**config.mk**
```make
export PLATFORM = sky130hd
export DESIGN_NAME = playback
export DESIGN_NICKNAME = d
export VERILOG_FILES = /design/src/rtl/playback.sv
export SDC_FILE = /design/constraint.sdc
export NUM_CORES = 1
export LEC_CHECK = 0
export BUFFER_PORTS_ARGS = -buffer_cell sky130_fd_sc_hd__buf_2
export CORE_ASPECT_RATIO = 1.1
export CORE_MARGIN = 2
export CORE_UTILIZATION = 39
export CTS_BUF_LIST = sky130_fd_sc_hd__clkbuf_16
export DETAILED_ROUTE_END_ITERATION = 10
export PLACE_DENSITY = 0.7
export SYNTH_ARGS = -nofsm -noshare
export SYNTH_HDL_FRONTEND = slang
export SYNTH_SLANG_ARGS = --single-unit
```
**constraint.sdc**
```tcl
create_clock -name clk -period 7.1 [get_ports clk]
set_clock_uncertainty 0.2 [all_clocks]
set_input_delay 0.71 -clock clk [delete_from_list [all_inputs] [get_ports clk]]
set_output_delay 0.71 -clock clk [all_outputs]
set_load 0.01 [all_outputs]
```
**src/rtl/playback.sv**
```systemverilog
// SRAM-to-codec audio playback: streams 16-bit words MSB first on AUD_DACDAT, one word per LRCK slot.
// Build option PLAYBACK_LOOP_EN: wrap to START_ADDR after end_addr instead of stopping.
module playback #(
    parameter logic [19:0] START_ADDR = 20'd0
) (
    input  logic        clk,
    input  logic        reset,
    input  logic        AUD_BCLK,
    input  logic        AUD_DACLRCK,
    output logic        AUD_DACDAT,
    output logic [19:0] SRAM_ADDR,
    input  logic [15:0] SRAM_DQ,
    output logic        SRAM_OE,
    output logic        SRAM_WE,
    output logic        SRAM_CE,
    output logic        SRAM_LB,
    output logic        SRAM_UB,
    input  logic [19:0] end_addr,
    input  logic        play_btn,
    input  logic        stop_btn
);

    typedef enum logic [1:0] {
        IDLE  = 2'd0,
        ALIGN = 2'd1,
        PLAY  = 2'd2
    } state_t;

    state_t      r_state;
    state_t      w_next_state;

    logic        r_bclk_meta;
    logic        r_bclk_sync;
    logic        r_bclk_prev;
    logic        r_lrck_meta;
    logic        r_lrck_sync;
    logic        r_lrck_last;

    logic [15:0] r_shift;
    logic [4:0]  r_bitcnt;
    logic        r_dacdat;
    logic [19:0] r_addr;
    logic        r_adv;
    logic        r_sram_off;

    logic        w_bclk_fall;
    logic        w_slot_start;
    logic        w_left_start;
    logic        w_load;
    logic        w_empty;
    logic        w_last_done;
    logic [20:0] w_span;
    logic [19:0] w_next_addr;

    always_ff @(posedge clk or posedge reset) begin
        if (reset) begin
            r_bclk_meta <= 1'b0;
            r_bclk_sync <= 1'b0;
            r_bclk_prev <= 1'b0;
            r_lrck_meta <= 1'b0;
            r_lrck_sync <= 1'b0;
            r_lrck_last <= 1'b0;
        end else begin
            r_bclk_meta <= AUD_BCLK;
            r_bclk_sync <= r_bclk_meta;
            r_bclk_prev <= r_bclk_sync;
            r_lrck_meta <= AUD_DACLRCK;
            r_lrck_sync <= r_lrck_meta;
            if (w_bclk_fall) begin
                r_lrck_last <= r_lrck_sync;
            end
        end
    end

    // LRCK is judged only at BCLK falls, where the codec moves it.
    assign w_bclk_fall  = r_bclk_prev & ~r_bclk_sync;
    assign w_slot_start = w_bclk_fall & (r_lrck_sync != r_lrck_last);
    assign w_left_start = w_slot_start & ~r_lrck_sync;

    // Borrow out of end_addr - START_ADDR flags an empty recording.
    assign w_span  = {1'b0, end_addr} - {1'b0, START_ADDR};
    assign w_empty = w_span[20];

`ifdef PLAYBACK_LOOP_EN
    assign w_last_done = 1'b0;
    assign w_next_addr = (r_addr >= end_addr) ? START_ADDR : r_addr + 20'd1;
`else
    logic r_done;

    always_ff @(posedge clk or posedge reset) begin
        if (reset) begin
            r_done <= 1'b0;
        end else if (w_next_state == IDLE) begin
            r_done <= 1'b0;
        end else if (w_load) begin
            r_done <= (r_addr >= end_addr);
        end
    end

    assign w_last_done = r_done;
    assign w_next_addr = (r_addr >= end_addr) ? r_addr : r_addr + 20'd1;
`endif

    always_ff @(posedge clk or posedge reset) begin
        if (reset) begin
            r_state <= IDLE;
        end else begin
            r_state <= w_next_state;
        end
    end

    always_comb begin
        w_next_state = r_state;
        case (r_state)
            IDLE: begin
                if (stop_btn && !play_btn) begin
                    w_next_state = ALIGN;
                end
            end
            ALIGN: begin
                if (!stop_btn) begin
                    w_next_state = IDLE;
                end else if (w_slot_start && w_empty) begin
                    w_next_state = IDLE;
                end else if (w_left_start) begin
                    w_next_state = PLAY;
                end
            end
            PLAY: begin
                if (!stop_btn) begin
                    w_next_state = IDLE;
                end else if (w_slot_start && w_last_done) begin
                    w_next_state = IDLE;
                end
            end
            default: w_next_state = IDLE;
        endcase
    end

    assign w_load = w_slot_start && (w_next_state == PLAY);

    always_ff @(posedge clk or posedge reset) begin
        if (reset) begin
            r_addr     <= START_ADDR;
            r_dacdat   <= 1'b0;
            r_shift    <= 16'd0;
            r_bitcnt   <= 5'd0;
            r_adv      <= 1'b0;
            r_sram_off <= 1'b1;
        end else if (w_next_state == IDLE) begin
            r_addr     <= START_ADDR;
            r_dacdat   <= 1'b0;
            r_shift    <= 16'd0;
            r_bitcnt   <= 5'd0;
            r_adv      <= 1'b0;
            r_sram_off <= 1'b1;
        end else begin
            r_sram_off <= 1'b0;
            r_adv      <= w_load;
            // Address moves one clk after the load so SRAM_DQ is sampled stable.
            if (r_adv) begin
                r_addr <= w_next_addr;
            end
            if (w_load) begin
                r_shift  <= SRAM_DQ;
                r_bitcnt <= 5'd0;
                r_dacdat <= 1'b0;
            end else if (w_bclk_fall && (r_state == PLAY)) begin
                if (r_bitcnt != 5'd16) begin
                    r_dacdat <= r_shift[15];
                    r_shift  <= {r_shift[14:0], 1'b0};
                    r_bitcnt <= r_bitcnt + 5'd1;
                end else begin
                    r_dacdat <= 1'b0;
                end
            end
        end
    end

    assign AUD_DACDAT = r_dacdat;
    assign SRAM_ADDR  = r_addr;
    assign SRAM_CE    = r_sram_off;
    assign SRAM_OE    = r_sram_off;
    assign SRAM_LB    = r_sram_off;
    assign SRAM_UB    = r_sram_off;
    assign SRAM_WE    = 1'b1;

endmodule

```
==> results of run 1 <==
per-stage QoR:
stage	cell area [um2]	power (mW)	hold WS, ns	setup WS [ns]
floorplan	3029	0.3635	0.1312	4.273
detailed placement	3430	0.3842	0.1347	3.940
CTS	3596	0.6542	0.1506	4.174
global route	3596	0.6769	0.1577	3.996
global placement	3430	0.3828	0.1328	4.024
finish	3598	0.6474	0.1485	4.147
report_power, final:
part	switching, mW	total (mW)	internal, mW
clock network	0.105	0.270	0.165
registers	0.00639	0.320	0.313
logic	0.0310	0.0582	0.0272
cells in the final DEF, fill, tap and decap left out, drive strengths merged, types with 2 or more instances in the layout:
cell and n:
xnor2 3, clkinv 2, clkbuf 5, nand3 11
or3 8, and3 6, o21a 7, buf 69
nand2 27, dfrtp 52, and2 3, a21o 2
nor2b 3, inv 30, a21oi 27, ha 23
nand2b 2, o21ai 28, xor2 3, a2bb2oi 16
o31ai 10, nor2 12, nand4 7, or4 9
kinds of logic after synthesis:
kind of cell	share of synthesized area, %
compound gates	20.82
simple gates	16.52
flops	43.83
buf+inv	6.774
fa+ha+maj	9.500
xor+xnor	1.735
mux	0.7022
other cells	0.1238
sequential cells by signal, indices dropped and copies added, names as in the netlist:
signal / flops
SRAM_ADDR: 20
r_shift: 16
r_state: 2
r_bclk_prev: 1
r_bclk_sync: 1
r_adv: 1
r_lrck_meta: 1
r_done: 1
r_lrck_last: 1
r_bclk_meta: 1
AUD_DACDAT: 1
r_lrck_sync: 1
r_bitcnt: 5
SRAM_CE: 1
synth_stat cells, types with 2 or more instances:
cell type / instances
and2_1: 2
a2bb2oi_1: 15
o31ai_1: 10
and3_1: 6
a21o_1: 2
dfrtp_1: 52
nand4_1: 6
or4_1: 9
a21oi_1: 27
nor2_1: 12
nand2_1: 27
nor2b_1: 3
nand2b_1: 2
ha_1: 23
buf_2: 2
inv_1: 30
buf_4: 5
clkbuf_1: 8
nand3_1: 11
xor2_1: 3
xnor2_1: 3
o21ai_0: 27
or3_1: 8
o21a_1: 7
layer usage:
metal,vias to the layer above,GRT usage (%)
met5,-,0
met4,2,5.051
met3,14,4.588
met2,74,28.54
met1,1205,20.82
li1,1273,-
worst max-delay path, stage by stage, from the launching register on:
cell	delay, ns
dfrtp_1	0.48
ha_1	0.35
a21o_1	0.16
a221o_1	0.33
a2bb2oi_2	0.19
o2111ai_2	0.13
buf_4	0.26
or4_1	0.56
a21oi_1	0.19
area by class of cell:
type                       instances  area, um2
inverter                          31      116.4
clock inverter                     3      41.29
tap                              105      131.4
clock buffer                       5      125.1
timing repair buffer              69      352.8
multi-input combinational        221       1501
sequential                        53       1328
antenna                            1      2.502
fill                             741       3916
how the worst max path moves through the flow:
stage,cells past startpoint,start,to,slack [ns]
after global routing,8,SRAM_ADDR[5],SRAM_ADDR[7],4.00
after CTS,8,SRAM_ADDR[5],SRAM_ADDR[7],4.17
after floorplan,9,end_addr[5],SRAM_ADDR[10],4.27
after detailed placement,10,end_addr[5],SRAM_ADDR[19],3.94
final,8,SRAM_ADDR[5],SRAM_ADDR[7],4.15
after global placement,10,end_addr[5],SRAM_ADDR[18],4.02
==> impl_metrics.py, run 1 <==
metrics = {
    "timing": {
        "grt_setup_unrepaired": "false",
        "timing.fmax_mhz": 338.7,
        "layout_min_cycle_time_ns": 2.953,
        "period_share_pct": 41.59,
        "worst_pin_slew_ns": 0.6723,
        "hold_violations": 0,
        "slew_violations": 0,
        "setup-violations-final": 0,
        "finalSetupTns_ns": 0,
        "slew_headroom_pct": 55.18,
    },
    "synth": {
        "ys_async_sr_fraction_pct": 100.0,
        "synth_edf_count": 0,
        "ys_ff_latch": 53,
        "synth_area_leaders": "dfrtp_1, ha_1, a21oi_1, o21ai_0, a2bb2oi_1",
        "yosys_warnings": 0,
        "synth_nets": 386,
        "synth_ff_type": "dfrtp_1",
        "synth_top_cell_by_area": "dfrtp_1",
        "synth_top_area_share_pct": 42.96,
        "avgSynthCellArea_um2": 9.437,
        "netlist_area_um2": 3029,
        "ys_seq_area_share_pct": 43.82,
        "netlist-cell-type-count": 45,
        "netlist_instances": 321,
    },
    "placement": {
        "hpwl_um": 4867,
        "io_buffers": 66,
        "dp.cells": 479,
        "gp_congestion": 0.8367,
    },
    "routing": {
        "dr.first_iter.drc_count": 94,
        "antenna_left": 0,
        "wl_met1_um": 2995,
        "vias": 2568,
        "top_layer_used": "met5",
        "drc_errors": 0,
        "routedWlPerCell_um": 13.61,
        "totalWireLength_um": 6642,
        "dr.pass1.iters": 4,
        "avgViaCountPerCell": 5.262,
        "wl_met3_um": 449,
        "route.met2.wl_um": 3096,
    },
    "hold_path": {
        "holdPathStages": 0,
        "hp-class": "reg2reg",
        "hold_path_startpoint": "r_lrck_meta",
        "holdPathEnd": "r_lrck_sync",
    },
    "clock_tree": {
        "clk_pin_slew_ns": 0.07,
        "holdBufCountCts": 0,
        "cts_resized": 0,
        "tritoncts.num_buffers": 5,
        "clkLatencyLatePin_ns": 0.29,
        "clock_path_buffers": 2,
        "cts.sinks": 53,
        "clockRootBuffer": "clkbuf_16",
        "htree_levels": 2,
        "cts_tree": "yes",
        "cts_setup_buffers": 0,
    },
    "worst_setup_path": {
        "startpoint_type": "register",
        "r2r_start": "SRAM_ADDR[5]",
        "path_max_fanout": 39,
        "arrival_ns": 2.94,
        "path_class": "reg2reg",
        "timing.rr.end": "SRAM_ADDR[7]",
        "end_kind": "register",
        "r2r_slack_ns": 4.15,
        "cp.required_ns": 7.09,
        "reg2regPathDepth": 8,
    },
    "global_route": {
        "overflow": 0,
        "grt_pass1_wl_um": 11180,
        "first_global_vias": 2466,
        "antenna_found_initial": 2,
        "grt_start_max_net_pins": 54,
        "gr-usage-all-layers_pct": 16.75,
    },
    "die": {
        "rows": 33,
        "io_pins": 68,
        "die_area_um2": 8489,
        "die_w_um": 88.03,
        "core-area_um2": 7515,
        "fp.dieH_um": 96.43,
        "initial_core_util_pct": 40.31,
    },
    "final_layout": {
        "area_growth_pct": 18.79,
        "drive_gt1_share_pct": 21.99,
        "final_nets": 446,
        "stdcell_count": 488,
        "final_core_util_pct": 47.89,
    },
    "power_and_ir_drop": {
        "vdd_drop_max_uv": 128.3,
        "p_per_area_nw_per_um2": 179.9,
        "p_leak_nw": 1.739,
    },
    "flow_run": {
        "maxCapViolations": 0,
    },
    "status": {
        "outcome": "completed",
    },
}
No activity file was read; power rests on OpenSTA's default activity.
==> run 2, diff against run 1 <==
==> constraint.sdc (replaced) <==
create_clock -name clk -period 3.09 [get_ports clk]
set_clock_uncertainty 0.2 [all_clocks]
set_input_delay 0.309 -clock clk [delete_from_list [all_inputs] [get_ports clk]]
set_output_delay 0.309 -clock clk [all_outputs]
set_load 0.01 [all_outputs]
==> impl_metrics.py, run 2 (synthesis results as in run 1) <==
metrics = {
    "worst_setup_path": {
        "arrival_ns": 2.87,
        "cp.required_ns": 3.09,
        "end_kind": "register",
        "startpoint_type": "register",
        "cpMaxStageDelayCell": "or4_1",
        "slowest_delay_ns": 0.50,
        "path_class": "reg2reg",
        "path_cells": "ha_1 -> and2_0 -> a221o_1 -> a2bb2oi_2 -> o2111ai_2 -> buf_12 -> or4_1 -> a21oi_1",
        "cp.buffers_inverters": 1,
        "path_max_fanout": 36,
        "critical-path-top-delay-family": "compound AO/OA/AOI/OAI gates",
    },
    "placement": {
        "io_buffers": 66,
        "dp.cells": 483,
        "place_area_um2": 3472,
        "dp_slack_ns": 0.2384,
        "gp_congestion": 0.8141,
        "hpwl_um": 5050,
    },
    "final_layout": {
        "final_common_cell": "buf_2",
        "final_cell_mix": "buf_2, dfrtp_1, inv_1",
        "drive_gt1_share_pct": 22.62,
        "stdcell_count": 494,
        "final_area_um2": 3641,
        "diodes": 0,
        "final_nets": 453,
        "largest_reg_flops": 20,
        "area_growth_pct": 20.20,
    },
    "timing": {
        "layout_min_cycle_time_ns": 2.869,
        "layout_setup_ws_ns": 0.2210,
        "period_share_pct": 92.85,
        "hold_violations": 0,
        "timing.fmax_mhz": 348.6,
        "slew_headroom_pct": 63.04,
        "slew_violations": 0,
        "setup-violations-final": 0,
        "finalSetupTns_ns": 0,
        "worst_pin_slew_ns": 0.5510,
        "holdWs_ns": 0.05462,
        "grt_setup_unrepaired": "false",
    },
    "die": {
        "die_w_um": 88.03,
        "initial_core_util_pct": 40.31,
        "fp.dieH_um": 96.43,
        "rows": 33,
        "die_area_um2": 8489,
        "core-area_um2": 7515,
        "io_pins": 68,
    },
    "routing": {
        "routedWlPerCell_um": 13.57,
        "avgViaCountPerCell": 5.251,
        "antenna_left": 0,
        "dr.first_iter.drc_count": 148,
        "drc_errors": 0,
        "vias": 2594,
        "totalWireLength_um": 6706,
        "dr.pass1.iters": 4,
    },
    "clock_tree": {
        "cts.sinks": 53,
        "cts_tree": "yes",
        "tritoncts.num_buffers": 5,
        "clock_path_buffers": 2,
        "clk_pin_slew_ns": 0.07,
        "cts_resized": 0,
        "clkLatencyLatePin_ns": 0.29,
        "clockRootBuffer": "clkbuf_16",
        "htree_levels": 2,
    },
    "hold_path": {
        "hp-class": "in2reg",
    },
    "power_and_ir_drop": {
        "vdd_drop_max_uv": 319.8,
        "p_leak_nw": 1.778,
        "p_per_area_nw_per_um2": 386.1,
    },
    "global_route": {
        "overflow": 0,
        "first_global_vias": 2537,
        "grt_start_max_net_pins": 37,
        "grt_pass1_wl_um": 11570,
        "gr-usage-all-layers_pct": 17.21,
        "antenna_found_initial": 0,
    },
    "status": {
        "outcome": "completed",
    },
    "flow_run": {
        "maxCapViolations": 0,
    },
}
[run 2: cell types whose count changed in the layout (fill, tap and decap cells not counted)]
| cell | previous run | this run |
|---|---|---|
| clkinv_2 | 0 | 2 |
| bufinv_16 | 1 | 0 |
| inv_1 | 29 | 30 |
| buf_4 | 3 | 6 |
| dlygate4sd3_1 | 0 | 3 |
| clkinvlp_4 | 1 | 0 |
| buf_12 | 0 | 1 |
| diode_2 | 1 | 0 |
| clkinv_1 | 2 | 1 |
[run 2: where the power goes]
part | leakage (nW) | switching, mW | internal [mW]
sequential | 0.706 | 0.0149 | 0.720
clock | 0.0748 | 0.238 | 0.295
combinational | 0.997 | 0.0734 | 0.0651
total | 1.78 | 0.326 | 1.08
[run 2: final cells by class]
class                      count  area, um2
fill                         704       3874
multi-input combinational    221       1501
sequential                    53       1328
timing repair buffer          76      425.4
tap                          105      131.4
clock buffer                   5      125.1
inverter                      31      116.4
clock inverter                 3      13.76
[run 2: metal layers]
metal | wire length [um] | track usage [%] | vias up
met2 | 3185 | 30.74 | 81
met5 | 0 | 0 | -
met1 | 2986 | 20.68 | 1222
met3 | 450 | 4.333 | 9
li1 | - | - | 1282
met4 | 85 | 4.545 | 0
[run 2: path summary, 6_finish.rpt]
path / startpoint / end / slack, ns / depth (start not counted)
worst max-delay path: SRAM_ADDR[7] / SRAM_ADDR[12] / 0.22 / 8
worst min-delay path: SRAM_DQ[0] / r_shift[0] / 0.05 / 2
worst max register to register: SRAM_ADDR[7] / SRAM_ADDR[12] / 0.22 / 8
worst min register to register: r_bclk_meta / r_bclk_sync / 0.15 / 0
max in group asynchronous: reset / SRAM_CE / 1.47 / 4
min in group asynchronous: reset / SRAM_ADDR[15] / 0.40 / 3
[run 2: worst register-to-register path, stage by stage (launching register included)]
cell	delay (ns)
dfrtp_1	0.44
ha_1	0.33
and2_0	0.16
a221o_1	0.34
a2bb2oi_2	0.18
o2111ai_2	0.23
buf_12	0.23
or4_1	0.50
a21oi_1	0.16
[run 2: timing repair]
action                     in CTS  in global routing
hold buffers                    3                  0
hold endpoints to repair       26                  0
setup buffers                   0                  0
setup endpoints to repair       0                  0
[run 2: stage by stage]
step / total power, mW / util, %
floorplan: 0.8353 / -
global placement: 0.8795 / 46.20
detailed placement: 0.8848 / 46.20
CTS: 1.422 / 48.45
global route: 1.464 / 48.45
finish: 1.406 / 48.45
==> run 3, diff against run 2 <==
--- a/config.mk
+++ b/config.mk
@@ -5,13 +5,14 @@
 export SDC_FILE = /design/constraint.sdc
 export NUM_CORES = 1
 export LEC_CHECK = 0
+export ABC_AREA = 1
 export BUFFER_PORTS_ARGS = -buffer_cell sky130_fd_sc_hd__buf_2
 export CORE_ASPECT_RATIO = 1.1
 export CORE_MARGIN = 2
 export CORE_UTILIZATION = 39
 export CTS_BUF_LIST = sky130_fd_sc_hd__clkbuf_16
 export DETAILED_ROUTE_END_ITERATION = 10
-export PLACE_DENSITY = 0.7
+export PLACE_DENSITY = 0.68
 export SYNTH_ARGS = -nofsm -noshare
 export SYNTH_HDL_FRONTEND = slang
 export SYNTH_SLANG_ARGS = --single-unit
==> impl_metrics.py, run 3 <==
metrics = {
    "worst_setup_path": {
        "end_kind": "register",
        "crit_start": "SRAM_ADDR[19]",
        "reg2regPathDepth": 10,
        "crit_top_cell": "nand2_1",
        "r2r_slack_ns": 0.52,
        "path_class": "reg2reg",
        "cp.required_ns": 3.07,
        "crit_end": "SRAM_ADDR[1]",
        "r2r_start": "SRAM_ADDR[19]",
        "arrival_ns": 2.55,
        "timing.rr.end": "SRAM_ADDR[1]",
        "cpMaxStageDelayCell": "nand2_1",
        "cp.depth": 10,
        "path_cells": "ha_1 -> nand2_1 -> nor2_1 -> nand2_1 -> nor2_1 -> nand2_1 -> nand4_1 -> nand2_1 -> nand3_1 -> nand2_1",
        "critical-path-top-delay-family": "simple AND/OR/NAND/NOR gates",
        "slowest_delay_ns": 0.45,
        "cp.buffers_inverters": 0,
        "path_max_fanout": 20,
        "startpoint_type": "register",
    },
    "power_and_ir_drop": {
        "p_sw_mw": 0.4471,
        "p_seq_share_pct": 43.8,
        "power.total_mw": 1.726,
        "switching_share_pct": 25.90,
        "internal_power_mw": 1.279,
        "p_per_area_nw_per_um2": 395.1,
        "vdd_drop_max_uv": 358.5,
        "p_leak_nw": 2.644,
        "power_frac_clock_pct": 41.6,
        "pwr-share-comb_pct": 14.7,
    },
    "clock_tree": {
        "clk_pin_slew_ns": 0.07,
        "tritoncts.num_buffers": 5,
        "cts.sinks": 53,
        "cts_setup_buffers": 0,
        "cts_tree": "yes",
        "clkLatencyLatePin_ns": 0.29,
        "htree_levels": 2,
        "clock_path_buffers": 2,
        "clockRootBuffer": "clkbuf_16",
    },
    "global_route": {
        "grt_start_max_net_pins": 40,
        "first_global_vias": 3400,
        "grt_pass1_wl_um": 15440,
        "antenna_found_initial": 0,
        "gr-usage-all-layers_pct": 18.00,
        "use_met2_pct": 31.23,
        "busiest_layer": "met2",
        "overflow": 0,
        "grt_util_met1_pct": 22.99,
        "grt_use_met3_pct": 2.738,
    },
    "final_layout": {
        "final_nets": 689,
        "final_area_um2": 4369,
        "area_growth_pct": 16.63,
        "largest_reg_flops": 20,
        "final_common_cell": "nand2_1",
        "stdcell_count": 742,
        "drive_gt1_share_pct": 15.20,
        "final_core_util_pct": 46.72,
        "fill_cells": 1001,
        "diodes": 0,
        "final_cell_mix": "nand2_1, inv_1, buf_2, nor2_1, nand3_1",
    },
    "die": {
        "initial_core_util_pct": 40.06,
        "die_area_um2": 10410,
        "rows": 37,
        "die_w_um": 97.45,
        "io_pins": 68,
        "core-area_um2": 9351,
        "fp.dieH_um": 106.8,
    },
    "synth": {
        "synth_top_cell_by_area": "dfrtp_1",
        "yosys_warnings": 0,
        "avgSynthCellArea_um2": 6.678,
        "synth_ff_type": "dfrtp_1",
        "netlist-cell-type-count": 28,
        "synth_common_cells": "nand2_1, inv_1, nor2_1",
        "netlist_area_um2": 3746,
        "ys_async_sr_fraction_pct": 100.0,
        "synth.most_common_cell": "nand2_1",
        "synth_top_area_share_pct": 34.74,
        "netlist_instances": 561,
        "ys_ff_latch": 53,
        "synth_edf_count": 0,
        "synth_area_leaders": "dfrtp_1, nand2_1, inv_1, nand3_1, ha_1",
        "ys_seq_area_share_pct": 35.44,
        "synth_nets": 626,
    },
    "timing": {
        "slew_headroom_pct": 51.96,
        "grt_setup_unrepaired": "false",
        "setup-violations-final": 0,
        "worst_pin_slew_ns": 0.7188,
        "slew_violations": 0,
        "timing.fmax_mhz": 388.4,
        "hold_violations": 0,
        "finalSetupTns_ns": 0,
        "layout_min_cycle_time_ns": 2.575,
        "period_share_pct": 83.32,
    },
    "placement": {
        "place_area_um2": 4149,
        "gp_congestion": 0.8799,
        "hpwl_um": 6777,
        "io_buffers": 66,
        "dp.cells": 731,
    },
    "routing": {
        "dr.first_iter.drc_count": 189,
        "dr.pass1.iters": 5,
        "routedWlPerCell_um": 12.05,
        "antenna_left": 0,
        "drc_errors": 0,
        "avgViaCountPerCell": 4.822,
        "vias": 3578,
        "totalWireLength_um": 8941,
    },
    "status": {
        "outcome": "completed",
    },
    "hold_path": {
        "hp-class": "in2reg",
        "holdPathStages": 3,
    },
    "flow_run": {
        "maxCapViolations": 0,
    },
}
-- run 3: area by class of cell --
type	instances	area, um2	share of cell area [%]
repair buffers	77	420.4	9.622
multi-input cells	388	1913	43.79
well taps	117	146.4	3.351
clock buffers	5	125.1	2.864
clock inverters	3	65.06	1.489
flip-flops and latches	53	1328	30.38
inverters	99	371.6	8.505
-- run 3: what timing repair did --
item	CTS	global route
hold endpoints to repair	22	0
resized for setup	0	0
hold buffers	3	0
-- run 3: through the flow --
step / setup WS, ns / hold slack (ns)
final: 0.5154 / 0.02175
after global routing: 0.2418 / 0.05550
after CTS: 0.5092 / 0.02321
after detailed placement: 0.5160 / 0.1426
after global placement: 0.6477 / 0.1340
after floorplan: 1.128 / 0.1312
-- run 3: worst min-delay path by stage --
stage,from,endpoint,slack (ns)
finish,SRAM_DQ[0],r_shift[0],0.02
global placement,r_lrck_meta,r_lrck_sync,0.13
global route,SRAM_DQ[0],r_shift[0],0.06
floorplan,r_bclk_meta,r_bclk_sync,0.13
CTS,SRAM_DQ[0],r_shift[0],0.02
detailed placement,r_bclk_meta,r_bclk_sync,0.14
-- run 3: power groups by stage --
| stage | sequential, mW | combinational, mW | clock (mW) |
|---|---|---|---|
| CTS | 0.756 | 0.257 | 0.734 |
| finish | 0.756 | 0.253 | 0.717 |
| global route | 0.761 | 0.293 | 0.758 |
| detailed placement | 0.770 | 0.253 | 0 |
| global placement | 0.768 | 0.247 | 0 |
| floorplan | 0.766 | 0.180 | 0 |
-- run 3: cells by family (layout without fill, tap and decap cells) --
| group | after synthesis | in the layout | synth area share (%) |
|---|---|---|---|
| AOI/OAI and AO/OA | 28 | 28 | 3.975 |
| xor gates and xnor gates | 14 | 14 | 3.273 |
| adders and majority gates | 23 | 23 | 7.682 |
| buffers and inverters | 120 | 184 | 13.49 |
| DFF | 53 | 53 | 35.44 |
| other | 1 | 1 | 0.1001 |
| and+or+nand+nor | 322 | 322 | 36.04 |
-- run 3: tightest hold or removal path, stage by stage --
cell and delay (ns):
buf_2 0.07, nand2_1 0.04, nand2_1 0.06
-- run 3: layer usage --
layer	up-vias	share of wire, %
met1	1618	44
li1	1831	-
met4	0	2.2
met3	15	5.6
met2	114	48
met5	-	0
